**config.mk**
```make
export PLATFORM = sky130hd
export DESIGN_NAME = seven_segment_scanner_flat
export DESIGN_NICKNAME = d
export VERILOG_FILES = /design/src/rtl/display_pkg.sv /design/src/rtl/seven_segment_scanner_if.sv /design/src/rtl/hex_to_seven_seg.sv /design/src/rtl/seven_segment_scanner.sv /design/src/flat_wrapper.sv
export SDC_FILE = /design/constraint.sdc
export NUM_CORES = 1
export LEC_CHECK = 0
export BUFFER_PORTS_ARGS = -buffer_cell sky130_fd_sc_hd__buf_2
export CAP_MARGIN = 25
export CORE_MARGIN = 4
export CORE_UTILIZATION = 40
export CTS_CLUSTER_DIAMETER = 30
export DETAILED_ROUTE_END_ITERATION = 10
export HOLD_SLACK_MARGIN = 0.02
export PLACE_DENSITY = 0.7
export RECOVER_POWER = 50
export SLEW_MARGIN = 20
export SYNTH_ARGS = -nofsm -noshare
export SYNTH_HDL_FRONTEND = slang
export SYNTH_SLANG_ARGS = --single-unit
```
**constraint.sdc**
```tcl
create_clock -name clk -period 3.2 [get_ports clk]
set_clock_uncertainty 0.15 [all_clocks]
set_input_delay 0.32 -clock clk [delete_from_list [all_inputs] [get_ports clk]]
set_output_delay 0.32 -clock clk [all_outputs]
set_load 0.01 [all_outputs]
```
**src/rtl/display_pkg.sv**
```systemverilog
// Shared definitions for the seven-segment display path.
//   NUM_DIGITS   : number of multiplexed digits on the board
//   scan_state_e : scanner slot phase (all anodes off, or digit lit)
//   hex_to_seg   : hex nibble to active-high segment pattern {g,f,e,d,c,b,a}
package display_pkg;

  localparam int unsigned NUM_DIGITS = 4;

  typedef enum logic {
    StBlank,
    StDrive
  } scan_state_e;

  function automatic logic [6:0] hex_to_seg(input logic [3:0] nibble);
    logic [6:0] seg;
    unique case (nibble)
      4'h0: seg = 7'h3F;
      4'h1: seg = 7'h06;
      4'h2: seg = 7'h5B;
      4'h3: seg = 7'h4F;
      4'h4: seg = 7'h66;
      4'h5: seg = 7'h6D;
      4'h6: seg = 7'h7D;
      4'h7: seg = 7'h07;
      4'h8: seg = 7'h7F;
      4'h9: seg = 7'h6F;
      4'hA: seg = 7'h77;
      4'hB: seg = 7'h7C;
      4'hC: seg = 7'h39;
      4'hD: seg = 7'h5E;
      4'hE: seg = 7'h79;
      default: seg = 7'h71;
    endcase
    return seg;
  endfunction

endpackage

```
**src/rtl/seven_segment_scanner_if.sv**
```systemverilog
// Display bundle between the MMIO display register and the scanner.
//   value_n   : complemented display value (register side drives)
//   seg_n     : segment cathodes, active-low, {g,f,e,d,c,b,a}
//   dp_n      : decimal point, active-low
//   an_n      : digit anodes, active-low, bit i = digit i
//   digit_idx : slot currently being scanned
// master = register/board side, slave = scanner.
interface seven_segment_scanner_if;
  import display_pkg::*;

  logic [15:0]           value_n;
  logic [6:0]            seg_n;
  logic                  dp_n;
  logic [NUM_DIGITS-1:0] an_n;
  logic [1:0]            digit_idx;

  modport master (output value_n, input seg_n, dp_n, an_n, digit_idx);
  modport slave  (input value_n, output seg_n, dp_n, an_n, digit_idx);

endinterface

```
**src/rtl/hex_to_seven_seg.sv**
```systemverilog
// Combinational hex digit decoder.
//   nibble : 4-bit hex value
//   seg    : active-high segment pattern {g,f,e,d,c,b,a}
module hex_to_seven_seg
  import display_pkg::*;
(
  input  logic [3:0] nibble,
  output logic [6:0] seg
);

  assign seg = hex_to_seg(nibble);

endmodule

```
**src/rtl/seven_segment_scanner.sv**
```systemverilog
// Time-multiplexed driver for a 4-digit common-anode seven-segment display.
// Each digit slot lasts DIGIT_CYCLES clocks; the first BLANK_CYCLES of it keep
// every anode off to avoid ghosting. The displayed value is captured once per
// scan so a digit never mixes two software writes.
//   clk  : free-running board clock
//   rst  : synchronous reset, active-high
//   disp : slave side of the display bundle (value_n in, segment/anode out)
module seven_segment_scanner
  import display_pkg::*;
#(
  parameter int unsigned DIGIT_CYCLES = 50000,
  parameter int unsigned BLANK_CYCLES = 500,
  parameter bit          LZ_BLANK     = 1'b0
) (
  input  logic                    clk,
  input  logic                    rst,
  seven_segment_scanner_if.slave  disp
);

  localparam int unsigned CW = (DIGIT_CYCLES > 2) ? $clog2(DIGIT_CYCLES) : 1;
  localparam logic [CW-1:0] CntMax   = CW'(DIGIT_CYCLES - 1);
  localparam logic [CW-1:0] BlankCnt = CW'(BLANK_CYCLES);

  logic [CW-1:0]         cnt_q, cnt_d;
  logic [1:0]            idx_q, idx_d;
  scan_state_e           state_q, state_d;
  logic [15:0]           snap_q;
  logic [NUM_DIGITS-1:0] an_q;
  logic [6:0]            seg_q;
  logic                  wrap;
  logic [3:0]            nibble;
  logic [6:0]            seg_on;
  logic                  suppress;

  hex_to_seven_seg u_dec (
    .nibble (nibble),
    .seg    (seg_on)
  );

  always_comb begin
    wrap  = (cnt_q == CntMax);
    cnt_d = wrap ? '0 : cnt_q + 1'b1;
    idx_d = wrap ? idx_q + 2'd1 : idx_q;

    state_d = state_q;
    if (wrap) begin
      state_d = StBlank;
    end else if (state_q == StBlank && cnt_d == BlankCnt) begin
      state_d = StDrive;
    end

    // DRIVE never starts on a wrap, so the current index is the one lit next.
    nibble   = 4'h0;
    suppress = 1'b0;
    unique case (idx_q)
      2'd0: begin
        nibble   = snap_q[3:0];
        suppress = 1'b0;
      end
      2'd1: begin
        nibble   = snap_q[7:4];
        suppress = (snap_q[15:4] == 12'h000);
      end
      2'd2: begin
        nibble   = snap_q[11:8];
        suppress = (snap_q[15:8] == 8'h00);
      end
      default: begin
        nibble   = snap_q[15:12];
        suppress = (snap_q[15:12] == 4'h0);
      end
    endcase
    suppress = suppress & LZ_BLANK;
  end

  // Outputs are computed from the next state so they change on the same edge
  // as the counter and state.
  always_ff @(posedge clk) begin
    if (rst) begin
      cnt_q   <= '0;
      idx_q   <= 2'd0;
      state_q <= StBlank;
      snap_q  <= 16'h0000;
      an_q    <= '1;
      seg_q   <= 7'h7F;
    end else begin
      cnt_q   <= cnt_d;
      idx_q   <= idx_d;
      state_q <= state_d;
      if (cnt_q == '0 && idx_q == 2'd0) begin
        snap_q <= ~disp.value_n;
      end
      if (state_d == StDrive && !suppress) begin
        an_q  <= ~(NUM_DIGITS'(1) << idx_q);
        seg_q <= ~seg_on;
      end else begin
        an_q  <= '1;
        seg_q <= 7'h7F;
      end
    end
  end

  assign disp.an_n      = an_q;
  assign disp.seg_n     = seg_q;
  assign disp.dp_n      = 1'b1;
  assign disp.digit_idx = idx_q;

endmodule

```
**src/flat_wrapper.sv**
```systemverilog
// flat-port wrapper written by rule: the top's interface ports become plain ports
module seven_segment_scanner_flat import display_pkg::*;
#(
  parameter int unsigned DIGIT_CYCLES = 50000,
  parameter int unsigned BLANK_CYCLES = 500,
  parameter bit          LZ_BLANK     = 1'b0
)
  (clk, rst, disp_value_n, disp_seg_n, disp_dp_n, disp_an_n, disp_digit_idx);
  seven_segment_scanner_if disp_i ();
  input  logic clk;
  input  logic rst;
  input wire logic [$bits(disp_i.value_n)-1:0] disp_value_n;
  output wire logic [$bits(disp_i.seg_n)-1:0] disp_seg_n;
  output wire logic [$bits(disp_i.dp_n)-1:0] disp_dp_n;
  output wire logic [$bits(disp_i.an_n)-1:0] disp_an_n;
  output wire logic [$bits(disp_i.digit_idx)-1:0] disp_digit_idx;
  assign disp_i.value_n = disp_value_n;
  assign disp_seg_n = disp_i.seg_n;
  assign disp_dp_n = disp_i.dp_n;
  assign disp_an_n = disp_i.an_n;
  assign disp_digit_idx = disp_i.digit_idx;
  seven_segment_scanner #(.DIGIT_CYCLES(DIGIT_CYCLES), .BLANK_CYCLES(BLANK_CYCLES), .LZ_BLANK(LZ_BLANK)) u_core (.clk(clk), .rst(rst), .disp(disp_i));
endmodule
```
# --- After elaboration in Yosys (flattened, before gate mapping) ---
# Memory sizes are Yosys's and may differ from the RTL's.
# Index checks and enable logic that the tools add are counted.
word_totals:
  ff_bits: 46
  mem_bits_ro: 112
  inputBits: 18
  out_inout_bits: 14
  word_cells: 28
  mem_count: 1
mem_list:
  columns: ["memory", "depth", "word_bits", "rd", "rd_clocked_by_memory_dff", "write_ports", "line_no", "rtl"]
  rows:
  - ["(name not given)", 16, 7, 1, 0, 0, "display_pkg.sv:16", "unique case (nibble)"]
classes:
  n_addsub: 2
  n_eq_ne: 4
  n_shift: 1
  n_mux: 4
  bitwise_logic: 5
  n_reduce_logical: 5
op_table:
  columns: ["cell", "count"]
  rows:
  - ["adder 16 x 1 -> 16 bit, second input constant", 1]
  - ["== test 16 bit, second input constant", 1]
  - ["== test 16 x 9 -> 1 bit, second input constant", 1]
  - ["zero test 16 bit", 1]
  - ["2-to-1 mux 16 bit", 1]
  - ["NOT 16 bit", 1]
  - ["case mux 4 bit (3 select lines)", 1]
  - ["NOT 7 bit", 1]
  - ["NOT 4 bit", 1]
  - ["left shift 1 x 2 -> 4 bit, first input constant", 1]
  - ["adder 2 x 1 -> 2 bit, second input constant", 1]
  - ["== test 2 x 1 -> 1 bit, second input constant", 1]
  - ["== test 2 bit, second input constant", 1]
  - ["logical AND 1 bit", 2]
  - ["zero test 2 bit", 1]
  - ["2-to-1 mux 1 bit", 2]
  - ["NOT 1 bit", 2]
  - ["OR reduction 2 bit", 1]

# --- Depth between registers and ports, before layout ---
# Gate-level depths: netlist of the first run.
depth:
  depth_word: 8
  mapped_depth: 10
  mapped_depth_nobuf: 10

# --- Cells and area by module ---
# A second synthesis of the first run with hierarchy kept.
unflattened:
  hier_cells: 269
  hier_area_um2: 2551.2
by_module_without_submodules:
  columns: ["mod", "instances", "cells_each", "area_each_um2"]
  rows:
  - ["seven_segment_scanner", 1, 236, 2263.4]
  - ["hex_to_seven_seg", 1, 33, 287.8]

# --- Least setup slack after synthesis of the first run ---
# OpenSTA, ideal clock, no wires.
synth_path:
  path_type: "reg2reg"
  start: "register u_core.cnt_q[0]"
  end: "register u_core.an_q[1] (netlist: u_core.disp.an_n[1])"
  setup_ps: 140
  arrival_ps: 2253
  t_required_ps: 2910
  path_slack_ps: 656
  stages_incl_launch_ff: 8
  path_buffers: 0
  cell_sequence: "dfxtp_1 ha_1 nand3_1 nor3_1 mux2i_1 a31oi_1 o41ai_4 nand3b_1"
synth_between:
  elab_chain_cells: 8
  word_cells_on_any_way: 9
  cone_classes: "add/sub (1); eq/ne (2); mux (3); bitwise (1); reduce/logical (2)"
synth_rtl:
  columns: ["item", "line_no", "rtl"]
  rows:
  - ["start: declaration", "seven_segment_scanner.sv:24", "logic [CW-1:0] cnt_q, cnt_d;"]
  - ["start signal: assignment", "seven_segment_scanner.sv:87", "cnt_q <= cnt_d;"]
  - ["adder 16 x 1 -> 16 bit or == test 16 bit (tied branches)", "seven_segment_scanner.sv:42, seven_segment_scanner.sv:41", null]
  - ["2-to-1 mux 16 bit", "seven_segment_scanner.sv:42", "cnt_d = wrap ? '0 : cnt_q + 1'b1;"]
  - ["== test 16 x 9 -> 1 bit", "seven_segment_scanner.sv:48", "end else if (state_q == StBlank && cnt_d == BlankCnt) begin"]
  - ["logical AND 1 bit", "seven_segment_scanner.sv:48", null]
  - ["2-to-1 mux 1 bit", "seven_segment_scanner.sv:48", null]
  - ["2-to-1 mux 1 bit (*)", "seven_segment_scanner.sv:46", "if (wrap) begin"]
  - ["NOT 1 bit (no source line) (*)", null, null]
  - ["OR reduction 2 bit (no source line) (*)", null, null]
  - ["end signal: assignment", "seven_segment_scanner.sv:94", "an_q <= ~(NUM_DIGITS'(1) << idx_q);"]
  - ["end: declaration", "seven_segment_scanner.sv:28", "logic [NUM_DIGITS-1:0] an_q;"]
# Mark *: on every way between the ends. The rest lies on a longest branch, timed or not.
# A chain may end at the register's enable or synchronous reset.

# --- Final worst setup path of the first run ---
layout_path:
  start: "register u_core.cnt_q[0]"
  end: "register u_core.an_q[3] (netlist: u_core.disp.an_n[3])"
# Same word-level chain as after synthesis.

==> summary.txt, run 1 <==
Run status
  • Status: finished clean

Logic synthesis
  • Top_reg_cell synth: dfxtp_1
  • Number of synthesized register bits: 46
  • Seq/Total Area, Yosys: 0.398
  • Number of synthesized flops with an enable pin: 0
  • Yosys warns: 0
  • Gate Count Post-Synth: 259
  • Syn Std Cell Area: 0.00231 sq mm
  • Distinct cells, synth: 48
  • Syn nets: 290
  • Async S/R FF share, synth: 0
  • Syn avg cell area: 8.93 sq um

Cells and area
  • Nets: 314
  • # diodes: 0
  • Share of cells above drive strength 1: 0.123
  • Synth-to-Final Area Change: 12.2%
  • Layout Utilization: 0.468

Power
  • Worst vdd ir: 0.000245 V
  • Register share of total power: 0.506
  • Power Dens Cells: 480 mW/mm^2
  • Comb power frac: 0.150
  • Clock power frac: 0.344
  • NetSw: 329 uW
  • Leakage: 0.000960 uW
  • Total power draw: 1250 uW
  • Int Pwr: 916 uW
  • Sw Ratio: 0.264

GRT
  • Initial antenna violation count: 0
  • GR met1 Demand/Resource: 0.199
  • GRT met3 Usage: 0.0434
  • Largest net degree at the start of global routing: 35
  • Vias in the first global route: 1734
  • Grt peak-use layer: met2
  • Total GRT Usage: 0.141
  • Gr ovfl total: 0
  • First-pass GRT wire length: 8220 um
  • Met2 Track Usage GR: 0.199

STA
  • Final cycle utilization of the critical path: 0.848
  • Achievable Freq: 368 MHz
  • RSZ-0062 raised after global routing: no
  • Worst-Margin Slew: 0.923 ns
  • Hold Slack: 0.0371 ns
  • Final Max Tran Viols: 0
  • Final hold vios: 0
  • Rel. slew slack: 0.367
  • Post-Route Setup TNS: 0 ns
  • Setup-failing EPs final: 0
  • Fin crit period: 2.71 ns

Die
  • Initial Utilization: 0.417
  • Die height: 84.0 um
  • Core area: 0.00554 sq mm
  • Top Ports: 32
  • Chip width: 84.0 um
  • Die area: 0.00706 sq mm
  • FP Rows: 27

Setup path
  • Worst r2r path cells: 7
  • Reg-to-reg critical path endpoint: u_core.disp.an_n[3]$_SDFF_PP1_
  • CP Capture Point: u_core.disp.an_n[3]$_SDFF_PP1_
  • CP required: 3.22 ns
  • Critical path launch point type: flip-flop
  • FF-to-FF setup slack: 0.49 ns
  • Critical Path AT: 2.73 ns
  • Max FO, Critical Path: 9
  • Worst flop-to-flop path startpoint: u_core.cnt_q[0]$_SDFF_PP0_
  • Critical Path End Type: flip-flop
  • Crit path kind: flip-flop to flip-flop
  • CP startpoint: u_core.cnt_q[0]$_SDFF_PP0_

Clocking
  • Clk_lat worst skew: 0.30 ns
  • Hold_buf cts: 0
  • CTS max path bufs: 2
  • Clock-pin slew on the worst setup and hold paths: 0.09 ns
  • Clk root buf: clkbuf_8
  • CTS resizes: 0
  • CTS tree: yes
  • Setup repair bufs after CTS: 0
  • CTS Sinks: 46
  • TritonCTS buffer count: 5
  • H-tree Lvls: 2

Drt
  • Pre-antenna DRT Iters: 5
  • DRC: 0
  • Via count: 1834
  • DR WL/cell: 13.3 um
  • Routed Antenna Nets: 0
  • Routed wire length: 4730 um
  • Via density: 5.15
  • DRT iter0 DRCs: 192

Placement
  • DP HPWL: 3490 um
  • Routability cong.: 0.890
  • Port Buf Inserts: 30

Job
  • Max-cap viol count: 0

Worst hold path
  • Min-delay worst type: primary input to flip-flop
## cell families (layout without fill, tap and decap cells)
logic type      Yosys count  in the layout  share of synthesized area
compound gates           44             44                      0.162
xor+xnor                 13             13                     0.0492
fa+ha+maj                13             13                     0.0703
buf+inv                  32             57                     0.0579
flops                    46             46                      0.398
mux                      10             10                     0.0444
other cells               1              1                    0.00162
simple gates            100            100                      0.216
## layout make-up
class,instances,area (sq um)
Fill cell,544,2950
Multi-Input combinational cell,181,1260
Sequential cell,46,921
Timing Repair Buffer,32,145
Tap cell,72,90.1
Clock buffer,6,72.6
Inverter,17,63.8
Clock inverter,2,37.5
## how the worst min path moves through the flow
stage / to / slack, ns / start / cells after the start
after floorplan: u_core.snap_q[0]$_SDFFE_PP0P_ / 0.27 / disp_value_n[0] / 1
after global placement: u_core.snap_q[14]$_SDFFE_PP0P_ / 0.34 / u_core.snap_q[14]$_SDFFE_PP0P_ / 2
after detailed placement: u_core.snap_q[6]$_SDFFE_PP0P_ / 0.34 / u_core.snap_q[6]$_SDFFE_PP0P_ / 2
after CTS: u_core.snap_q[11]$_SDFFE_PP0P_ / 0.03 / disp_value_n[11] / 2
after global routing: u_core.snap_q[4]$_SDFFE_PP0P_ / 0.02 / disp_value_n[4] / 2
final: u_core.snap_q[8]$_SDFFE_PP0P_ / 0.04 / disp_value_n[8] / 2
## power groups by stage
stage	clock (uW)	combinational, uW	sequential, uW
floorplan	0	150	635
global placement	0	185	644
detailed placement	0	186	643
CTS	443	187	630
global route	467	214	635
finish	428	187	630
## routing by layer
metal  share of wire  routed length, um
met2            0.41               1950
met1            0.51               2420
met4           0.012                 57
met3           0.065                307
met5               0                  0
## synthesized netlist by cell type, types with 3 or more instances
master | n | share of area
nand3b_1 | 4 | 0.013
nand4_1 | 5 | 0.014
a222oi_1 | 4 | 0.017
o21ai_0 | 6 | 0.013
nor3_1 | 3 | 0.0065
nor2_1 | 44 | 0.071
mux2i_1 | 8 | 0.035
nand2_1 | 14 | 0.023
ha_1 | 13 | 0.070
a21oi_1 | 3 | 0.0065
dfxtp_1 | 46 | 0.40
nor4_1 | 5 | 0.014
inv_1 | 17 | 0.028
clkbuf_1 | 11 | 0.018
a221oi_1 | 3 | 0.011
xnor2_1 | 11 | 0.042
a211oi_1 | 16 | 0.052
nand3_1 | 6 | 0.013
## flip-flops by register name (all words and copies together) (netlist names)
| signal | count |
|---|---|
| u_core.state_q | 1 |
| u_core.disp.an_n | 4 |
| u_core.disp.seg_n | 7 |
| u_core.snap_q | 16 |
| u_core.cnt_q | 16 |
| u_core.disp.digit_idx | 2 |
## placed cells by master, fill, tap and decap left out, drive strengths merged, types with 2 or more instances in the layout
cell / instances
dfxtp: 46
nor2: 44
clkbuf: 20
buf: 18
inv: 17
a211oi: 16
nand2: 14
ha: 13
xnor2: 11
mux2i: 8
nand3: 6
o21ai: 6
nand4: 5
nor4: 5
a222oi: 4
nand3b: 4
nor3: 4
a21oi: 3
a221oi: 3
and3: 3
or4: 3
mux2: 2
o31ai: 2
xor2: 2
a311oi: 2
nand2b: 2
o22ai: 2
nor2b: 2
o41ai: 2
## worst max-delay path, cell delays in order, from the launching register on
cell,delay [ns]
dfxtp_1,0.45
ha_1,0.25
nand3_1,0.17
nor3_1,0.39
mux2i_1,0.23
a31oi_1,0.17
o41ai_4,0.63
nand3b_1,0.14
## through the flow
| stage | area (sq um) | setup WS [ns] | std cells |
|---|---|---|---|
| 2_1_floorplan | 2310 | 0.656 | 259 |
| 3_3_place_gp | 2500 | 0.524 | 348 |
| 3_5_place_dp | 2500 | 0.489 | 348 |
| 4_1_cts | 2610 | 0.475 | 356 |
| 5_1_grt | 2590 | 0.244 | 356 |
| 6_report | 2590 | 0.485 | 356 |
(Power assumes the default switching activity.)
==> inputs of run 2 (changes only) <==
==> constraint.sdc (replaced) <==
create_clock -name clk -period 2.5 [get_ports clk]
set_clock_uncertainty 0.15 [all_clocks]
set_input_delay 0.25 -clock clk [delete_from_list [all_inputs] [get_ports clk]]
set_output_delay 0.25 -clock clk [all_outputs]
set_load 0.01 [all_outputs]
==> summary.txt, run 2 (same netlist as run 1, synthesis figures left out) <==
Setup path
  • Crit path kind: flip-flop to flip-flop (unchanged)
  • CP required: 2.54 ns (was 3.22 ns)
  • Critical Path AT: 2.46 ns (was 2.73 ns)
  • Critical Path End Type: flip-flop (unchanged)
  • Critical path launch point type: flip-flop (unchanged)
  • Max FO, Critical Path: 7 (was 9)

STA
  • Fin crit period: 2.42 ns (was 2.71 ns)
  • Worst-Margin Slew: 0.641 ns (was 0.923 ns)
  • Achievable Freq: 414 MHz (was 368 MHz)
  • Hold Slack: 0.280 ns (was 0.0371 ns)
  • Final Max Tran Viols: 0 (unchanged)
  • Post-route setup slack: 0.0817 ns (was 0.485 ns)
  • Final cycle utilization of the critical path: 0.967 (was 0.848)
  • Final hold vios: 0 (unchanged)
  • Setup-failing EPs final: 0 (unchanged)
  • Rel. slew slack: 0.565 (was 0.367)

Die
  • FP Rows: 27 (unchanged)
  • Initial Utilization: 0.417 (unchanged)
  • Core area: 0.00554 sq mm (unchanged)
  • Top Ports: 32 (unchanged)
  • Die height: 84.0 um (unchanged)
  • Chip width: 84.0 um (unchanged)
  • Die area: 0.00706 sq mm (unchanged)

Placement
  • Routability cong.: 0.890 (about the same)
  • Placed Area: 0.00265 sq mm (was 0.00250 sq mm)
  • DP HPWL: 3710 um (was 3490 um)
  • Port Buf Inserts: 30 (unchanged)
  • Dpl ws: -0.0530 ns (was 0.489 ns)

Cells and area
  • FF+latch area: 930 sq um (was 921 sq um)
  • Multi-input logic area: 0.00136 sq mm (was 0.00126 sq mm)
  • # diodes: 0 (unchanged)
  • Post-route cell area: 0.00304 sq mm (was 0.00259 sq mm)
  • Nets: 352 (was 314)
  • Commonest cells after routing, fill and taps aside: nor2_1, dfxtp_1, buf_4, buf_2 (was dfxtp_1, nor2_1, inv_1, buf_2, a211oi_1)
  • Synth-to-Final Area Change: 31.5% (was 12.2%)
  • Fillers: 516 (was 544)
  • Share of cells above drive strength 1: 0.248 (was 0.123)

GRT
  • GRT met3 Usage: 0.0355 (was 0.0434)
  • Largest net degree at the start of global routing: 35 (unchanged)
  • Vias in the first global route: 1912 (was 1734)
  • First-pass GRT wire length: 9090 um (was 8220 um)
  • Met2 Track Usage GR: 0.245 (was 0.199)
  • Grt peak-use layer: met2 (unchanged)
  • Initial antenna violation count: 0 (unchanged)
  • Gr ovfl total: 0 (unchanged)
  • GR met1 Demand/Resource: 0.214 (was 0.199)
  • Total GRT Usage: 0.156 (was 0.141)

Run status
  • Status: finished clean (unchanged)

Power
  • NetSw: 447 uW (was 329 uW)
  • Leakage: 0.00118 uW (was 0.000960 uW)
  • Comb power frac: 0.181 (was 0.150)
  • Int Pwr: 1210 uW (was 916 uW)
  • Register share of total power: 0.483 (was 0.506)
  • Sw Ratio: 0.270 (was 0.264)
  • Power Dens Cells: 545 mW/mm^2 (was 480 mW/mm^2)
  • Total power draw: 1660 uW (was 1250 uW)
  • Clock power frac: 0.336 (was 0.344)
  • Worst vdd ir: 0.000425 V (was 0.000245 V)

Drt
  • DR WL/cell: 13.7 um (was 13.3 um)
  • DRT iter0 DRCs: 216 (was 192)
  • Via count: 2057 (was 1834)
  • Routed wire length: 5420 um (was 4730 um)
  • Pre-antenna DRT Iters: 5 (unchanged)
  • Routed Antenna Nets: 0 (unchanged)
  • DRC: 0 (unchanged)
  • Via density: 5.22 (was 5.15)

Clocking
  • CTS Sinks: 46 (unchanged)
  • Clock-pin slew on the worst setup and hold paths: 0.10 ns (was 0.09 ns)
  • CTS max path bufs: 2 (unchanged)
  • Clk root buf: clkbuf_8 (unchanged)
  • TritonCTS buffer count: 5 (unchanged)
  • CTS tree: yes (unchanged)
  • H-tree Lvls: 2 (unchanged)
  • Clk_lat worst skew: 0.31 ns (was 0.30 ns)

Job
  • Max-cap viol count: 0 (unchanged)

Worst hold path
  • Min-delay worst type: primary input to flip-flop (unchanged)
-- run 2: worst max-delay path: stages, from the launching register on --
cell      delay [ns]
dfxtp_1         0.34
ha_1            0.20
nand3_2         0.17
o31ai_1         0.27
nor4bb_1        0.33
a31oi_1         0.15
o41ai_4         0.41
buf_4           0.20
nand3b_1        0.08
-- run 2: layout make-up --
type | count | share of cell area
clock buffers | 6 | 0.0239
clock inverters | 2 | 0.0123
inverters | 17 | 0.0210
multi-input cells | 181 | 0.447
flip-flops and latches | 46 | 0.306
well taps | 72 | 0.0296
repair buffers | 70 | 0.161
-- run 2: stage by stage --
step | setup TNS, ns | std cells | util
after floorplan | 0 | 259 | -
after global placement | 0 | 365 | 0.478
after detailed placement | -0.0618 | 365 | 0.478
after CTS | 0 | 389 | 0.528
after global routing | -0.103 | 394 | 0.549
final | 0 | 394 | 0.549
-- run 2: routing by layer --
layer	wire, um	part of all wire
met1	2550	0.47
met2	2490	0.46
met3	288	0.053
met4	87	0.016
met5	0	0
-- run 2: final timing paths --
check | start | to | slack (ns) | cells past startpoint
min | rst | u_core.disp.digit_idx[1]$_SDFFE_PP0N_ | 0.28 | 2
min reg2reg | u_core.snap_q[14]$_SDFFE_PP0P_ | u_core.snap_q[14]$_SDFFE_PP0P_ | 0.35 | 2
max | u_core.cnt_q[0]$_SDFF_PP0_ | u_core.disp.an_n[3]$_SDFF_PP1_ | 0.08 | 8
max reg2reg | u_core.cnt_q[0]$_SDFF_PP0_ | u_core.disp.an_n[3]$_SDFF_PP1_ | 0.08 | 8
-- run 2: repair_timing --
item	4_1_cts	5_1_grt
hold buffers	16	0
gates resized for setup	2	23
setup buffers	0	5
pin swaps	0	6
endpoints found under the hold margin	16	0
setup endpoints to repair	2	15
-- run 2: power groups by stage --
stage	Combinational (uW)	Clock, uW	Sequential (uW)
after global placement	260	0	817
final	301	558	801
after floorplan	192	0	813
after CTS	286	562	802
after global routing	341	600	807
after detailed placement	264	0	819
==> inputs of run 3 (changes only) <==
--- a/config.mk
+++ b/config.mk
@@ -17,4 +17,5 @@
 export SLEW_MARGIN = 20
 export SYNTH_ARGS = -nofsm -noshare
 export SYNTH_HDL_FRONTEND = slang
+export SYNTH_HIERARCHICAL = 1
 export SYNTH_SLANG_ARGS = --single-unit
==> summary.txt, run 3 <==
Logic synthesis
  • Post-synth top area share: 0.361 (was 0.398)
  • Gate Count Post-Synth: 269 (was 259)
  • Seq/Total Area, Yosys: 0.361 (was 0.398)
  • Syn Std Cell Area: 0.00255 sq mm (was 0.00231 sq mm)
  • Top_reg_cell synth: dfxtp_1 (unchanged)
  • Number of synthesized flops with an enable pin: 0 (unchanged)
  • Synth area leader: dfxtp_1 (unchanged)
  • Distinct cells, synth: 50 (was 48)
  • Syn avg cell area: 9.48 sq um (was 8.93 sq um)
  • Syn nets: 302 (was 290)
  • Yosys warns: 6 (was 0)
  • Number of synthesized register bits: 46 (unchanged)
  • Most frequent cells after synthesis: dfxtp_1, nor2_1, inv_1 (unchanged)
  • Most common cell in the netlist: dfxtp_1 (unchanged)
  • Async S/R FF share, synth: 0 (unchanged)
  • Ranking of synthesized cells by area: dfxtp_1, ha_1, a32oi_2 (was dfxtp_1, nor2_1, ha_1)

Cells and area
  • Post-route cell area: 0.00335 sq mm (was 0.00304 sq mm)
  • Commonest cells after routing, fill and taps aside: dfxtp_1, nor2_1, buf_4, buf_2 (was nor2_1, dfxtp_1, buf_4, buf_2)
  • Commonest non-fill, non-tap cell in the layout: dfxtp_1
  • Synth-to-Final Area Change: 31.1% (was 31.5%)
  • Layout Utilization: 0.552 (was 0.549)
  • # diodes: 0 (unchanged)
  • Nets: 367 (was 352)
  • Share of cells above drive strength 1: 0.325 (was 0.248)

STA
  • Final Max Tran Viols: 0 (unchanged)
  • Fin crit period: 2.66 ns (was 2.42 ns)
  • Setup-failing EPs final: 7 (was 0)
  • Final hold vios: 0 (unchanged)
  • Worst-Margin Slew: 0.889 ns (was 0.641 ns)
  • Rel. slew slack: 0.396 (was 0.565)
  • Post-route setup slack: -0.164 ns (was 0.0817 ns)
  • RSZ-0062 raised after global routing: yes
  • Achievable Freq: 375 MHz (was 414 MHz)
  • Final cycle utilization of the critical path: 1.07 (was 0.967)

Setup path
  • Max FO, Critical Path: 5 (was 7)
  • Critical path launch point type: flip-flop (unchanged)
  • CP peak stage delay: 0.47 ns (was 0.41 ns)
  • Critical Path Most Common Cell: ha_4
  • Critical Path AT: 2.74 ns (was 2.46 ns)
  • Crit path kind: flip-flop to flip-flop (unchanged)
  • CP startpoint: u_core/disp.digit_idx[0]$_SDFFE_PP0N_ (was u_core.cnt_q[0]$_SDFF_PP0_)
  • FF-to-FF setup slack: -0.16 ns (was 0.08 ns)
  • Delay-heaviest family, CP: multiplexers (was compound AO/OA/AOI/OAI gates)
  • Worst flop-to-flop path startpoint: u_core/disp.digit_idx[0]$_SDFFE_PP0N_ (was u_core.cnt_q[0]$_SDFF_PP0_)
  • CP required: 2.57 ns (was 2.54 ns)
  • Reg-to-reg critical path endpoint: u_core/disp.seg_n[3]$_SDFF_PP1_ (was u_core.disp.an_n[3]$_SDFF_PP1_)
  • CP Capture Point: u_core/disp.seg_n[3]$_SDFF_PP1_ (was u_core.disp.an_n[3]$_SDFF_PP1_)
  • Critical Path End Type: flip-flop (unchanged)
  • Worst r2r path cells: 9 (was 8)
  • Worst-path cell chain: inv_4, ha_4, a222oi_1, mux2i_4, inv_2, ha_4, mux4_2, nor3b_2, a32oi_2 (was ha_1, nand3_2, o31ai_1, nor4bb_1, a31oi_1, o41ai_4, buf_4, nand3b_1)
  • Critical Path Slowest Stage Cell: a222oi_1 (was o41ai_4)
  • CP Depth: 9 (was 8)
  • CP bufs+invs: 2 (was 1)

Clocking
  • CTS tree: yes (unchanged)
  • Clk root buf: clkbuf_8 (unchanged)
  • Clock-pin slew on the worst setup and hold paths: 0.09 ns (was 0.10 ns)
  • TritonCTS buffer count: 5 (unchanged)
  • H-tree Lvls: 2 (unchanged)
  • Clk_lat worst skew: 0.30 ns (was 0.31 ns)
  • CTS max path bufs: 2 (unchanged)
  • CTS Sinks: 46 (unchanged)

Placement
  • DP HPWL: 4090 um (was 3710 um)
  • Port Buf Inserts: 30 (unchanged)
  • Routability cong.: 0.835 (was 0.890)
  • Placed Area: 0.00295 sq mm (was 0.00265 sq mm)
  • Dpl ws: -0.194 ns (was -0.0530 ns)

Worst hold path
  • Min-delay worst type: primary input to flip-flop (unchanged)

GRT
  • Vias in the first global route: 2276 (was 1912)
  • Total GRT Usage: 0.169 (was 0.156)
  • Gr ovfl total: 0 (unchanged)
  • Largest net degree at the start of global routing: 33 (was 35)
  • Initial antenna violation count: 0 (unchanged)
  • First-pass GRT wire length: 10400 um (was 9090 um)

Drt
  • Routed Antenna Nets: 0 (unchanged)
  • Via density: 5.40 (was 5.22)
  • Via count: 2213 (was 2057)
  • DRC: 0 (unchanged)
  • Pre-antenna DRT Iters: 4 (was 5)
  • DR WL/cell: 14.8 um (was 13.7 um)
  • DRT iter0 DRCs: 160 (was 216)
  • Routed wire length: 6090 um (was 5420 um)

Power
  • Worst vdd ir: 0.000303 V (was 0.000425 V)
  • Power Dens Cells: 496 mW/mm^2 (was 545 mW/mm^2)
  • Leakage: 0.00127 uW (was 0.00118 uW)

Die
  • Core area: 0.00606 sq mm (was 0.00554 sq mm)
  • Die height: 87.9 um (was 84.0 um)
  • Die area: 0.00772 sq mm (was 0.00706 sq mm)
  • FP Rows: 28 (was 27)
  • Top Ports: 32 (unchanged)
  • Chip width: 87.9 um (was 84.0 um)
  • Initial Utilization: 0.421 (was 0.417)

Job
  • Max-cap viol count: 0 (unchanged)

Run status
  • Failing checks: setup timing
  • Status: complete, but fails checks (was finished clean)
## run 3: worst min path at each step
stage                          start                             end  slack, ns  depth (start not counted)
finish                           rst      u_core/cnt_q[8]$_SDFF_PP0_       0.27                          3
global route                     rst      u_core/cnt_q[5]$_SDFF_PP0_       0.28                          3
CTS                              rst      u_core/cnt_q[2]$_SDFF_PP0_       0.26                          3
detailed placement   disp_value_n[7]   u_core/snap_q[7]$_SDFFE_PP0P_       0.28                          2
global placement    disp_value_n[13]  u_core/snap_q[13]$_SDFFE_PP0P_       0.28                          2
floorplan            disp_value_n[0]   u_core/snap_q[0]$_SDFFE_PP0P_       0.20                          1
## run 3: logic make-up (layout without fill, tap and decap cells)
logic type | after synthesis | in the layout | share of synthesized area
other | 1 | 1 | 0.00147
AOI/OAI and AO/OA | 50 | 50 | 0.190
buffers and inverters | 37 | 103 | 0.0745
and+or+nand+nor | 95 | 95 | 0.201
DFF | 46 | 46 | 0.361
adders and majority gates | 15 | 15 | 0.0736
muxes | 11 | 11 | 0.0510
xor gates and xnor gates | 14 | 14 | 0.0481
## run 3: per-stage QoR
step | hold slack (ns) | TNS (ns) | std cells | power (uW)
6_report | 0.271 | -0.558 | 410 | 1660
3_3_place_gp | 0.279 | -0.284 | 383 | 1140
2_1_floorplan | 0.196 | -0.00309 | 269 | 1050
3_5_place_dp | 0.282 | -0.746 | 383 | 1160
4_1_cts | 0.264 | -0.327 | 409 | 1630
5_1_grt | 0.283 | -1.73 | 410 | 1750
## run 3: layout make-up
| type | instances | area (sq um) |
|---|---|---|
| clock inverter | 3 | 11.3 |
| inverter | 17 | 68.8 |
| sequential | 46 | 930 |
| timing repair buffer | 78 | 551 |
| multi-input combinational | 186 | 1620 |
| fill | 543 | 2720 |
| clock buffer | 5 | 68.8 |
| tap | 75 | 93.8 |
## run 3: power by group
part           switching [uW]  internal (uW)  leakage, uW  total (uW)
Clock                     249            187    0.0000407         436
Combinational             213            208     0.000848         421
Sequential               30.3            773     0.000378         803
## run 3: layer usage
metal	routed length, um	vias up	global-route usage
met5	0	-	0
li1	-	1098	-
met2	2870	58	0.278
met1	2770	1048	0.218
met4	100	0	0.0767
met3	343	9	0.0263
## run 3: what timing repair did
| action | 4_1_cts | 5_1_grt |
|---|---|---|
| pin swaps | 8 | 3 |
| hold buffers | 16 | 0 |
| setup endpoints to repair | 6 | 12 |
| gates resized for setup | 17 | 14 |
| setup buffers | 2 | 1 |
| hold endpoints to repair | 16 | 0 |
## run 3: worst reg2reg max path, stage by stage, from the launching register on
cell      delay [ns]
dfxtp_4         0.40
inv_4           0.05
ha_4            0.17
a222oi_1        0.48
mux2i_4         0.20
inv_2           0.14
ha_4            0.20
mux4_2          0.47
nor3b_2         0.17
a32oi_2         0.17
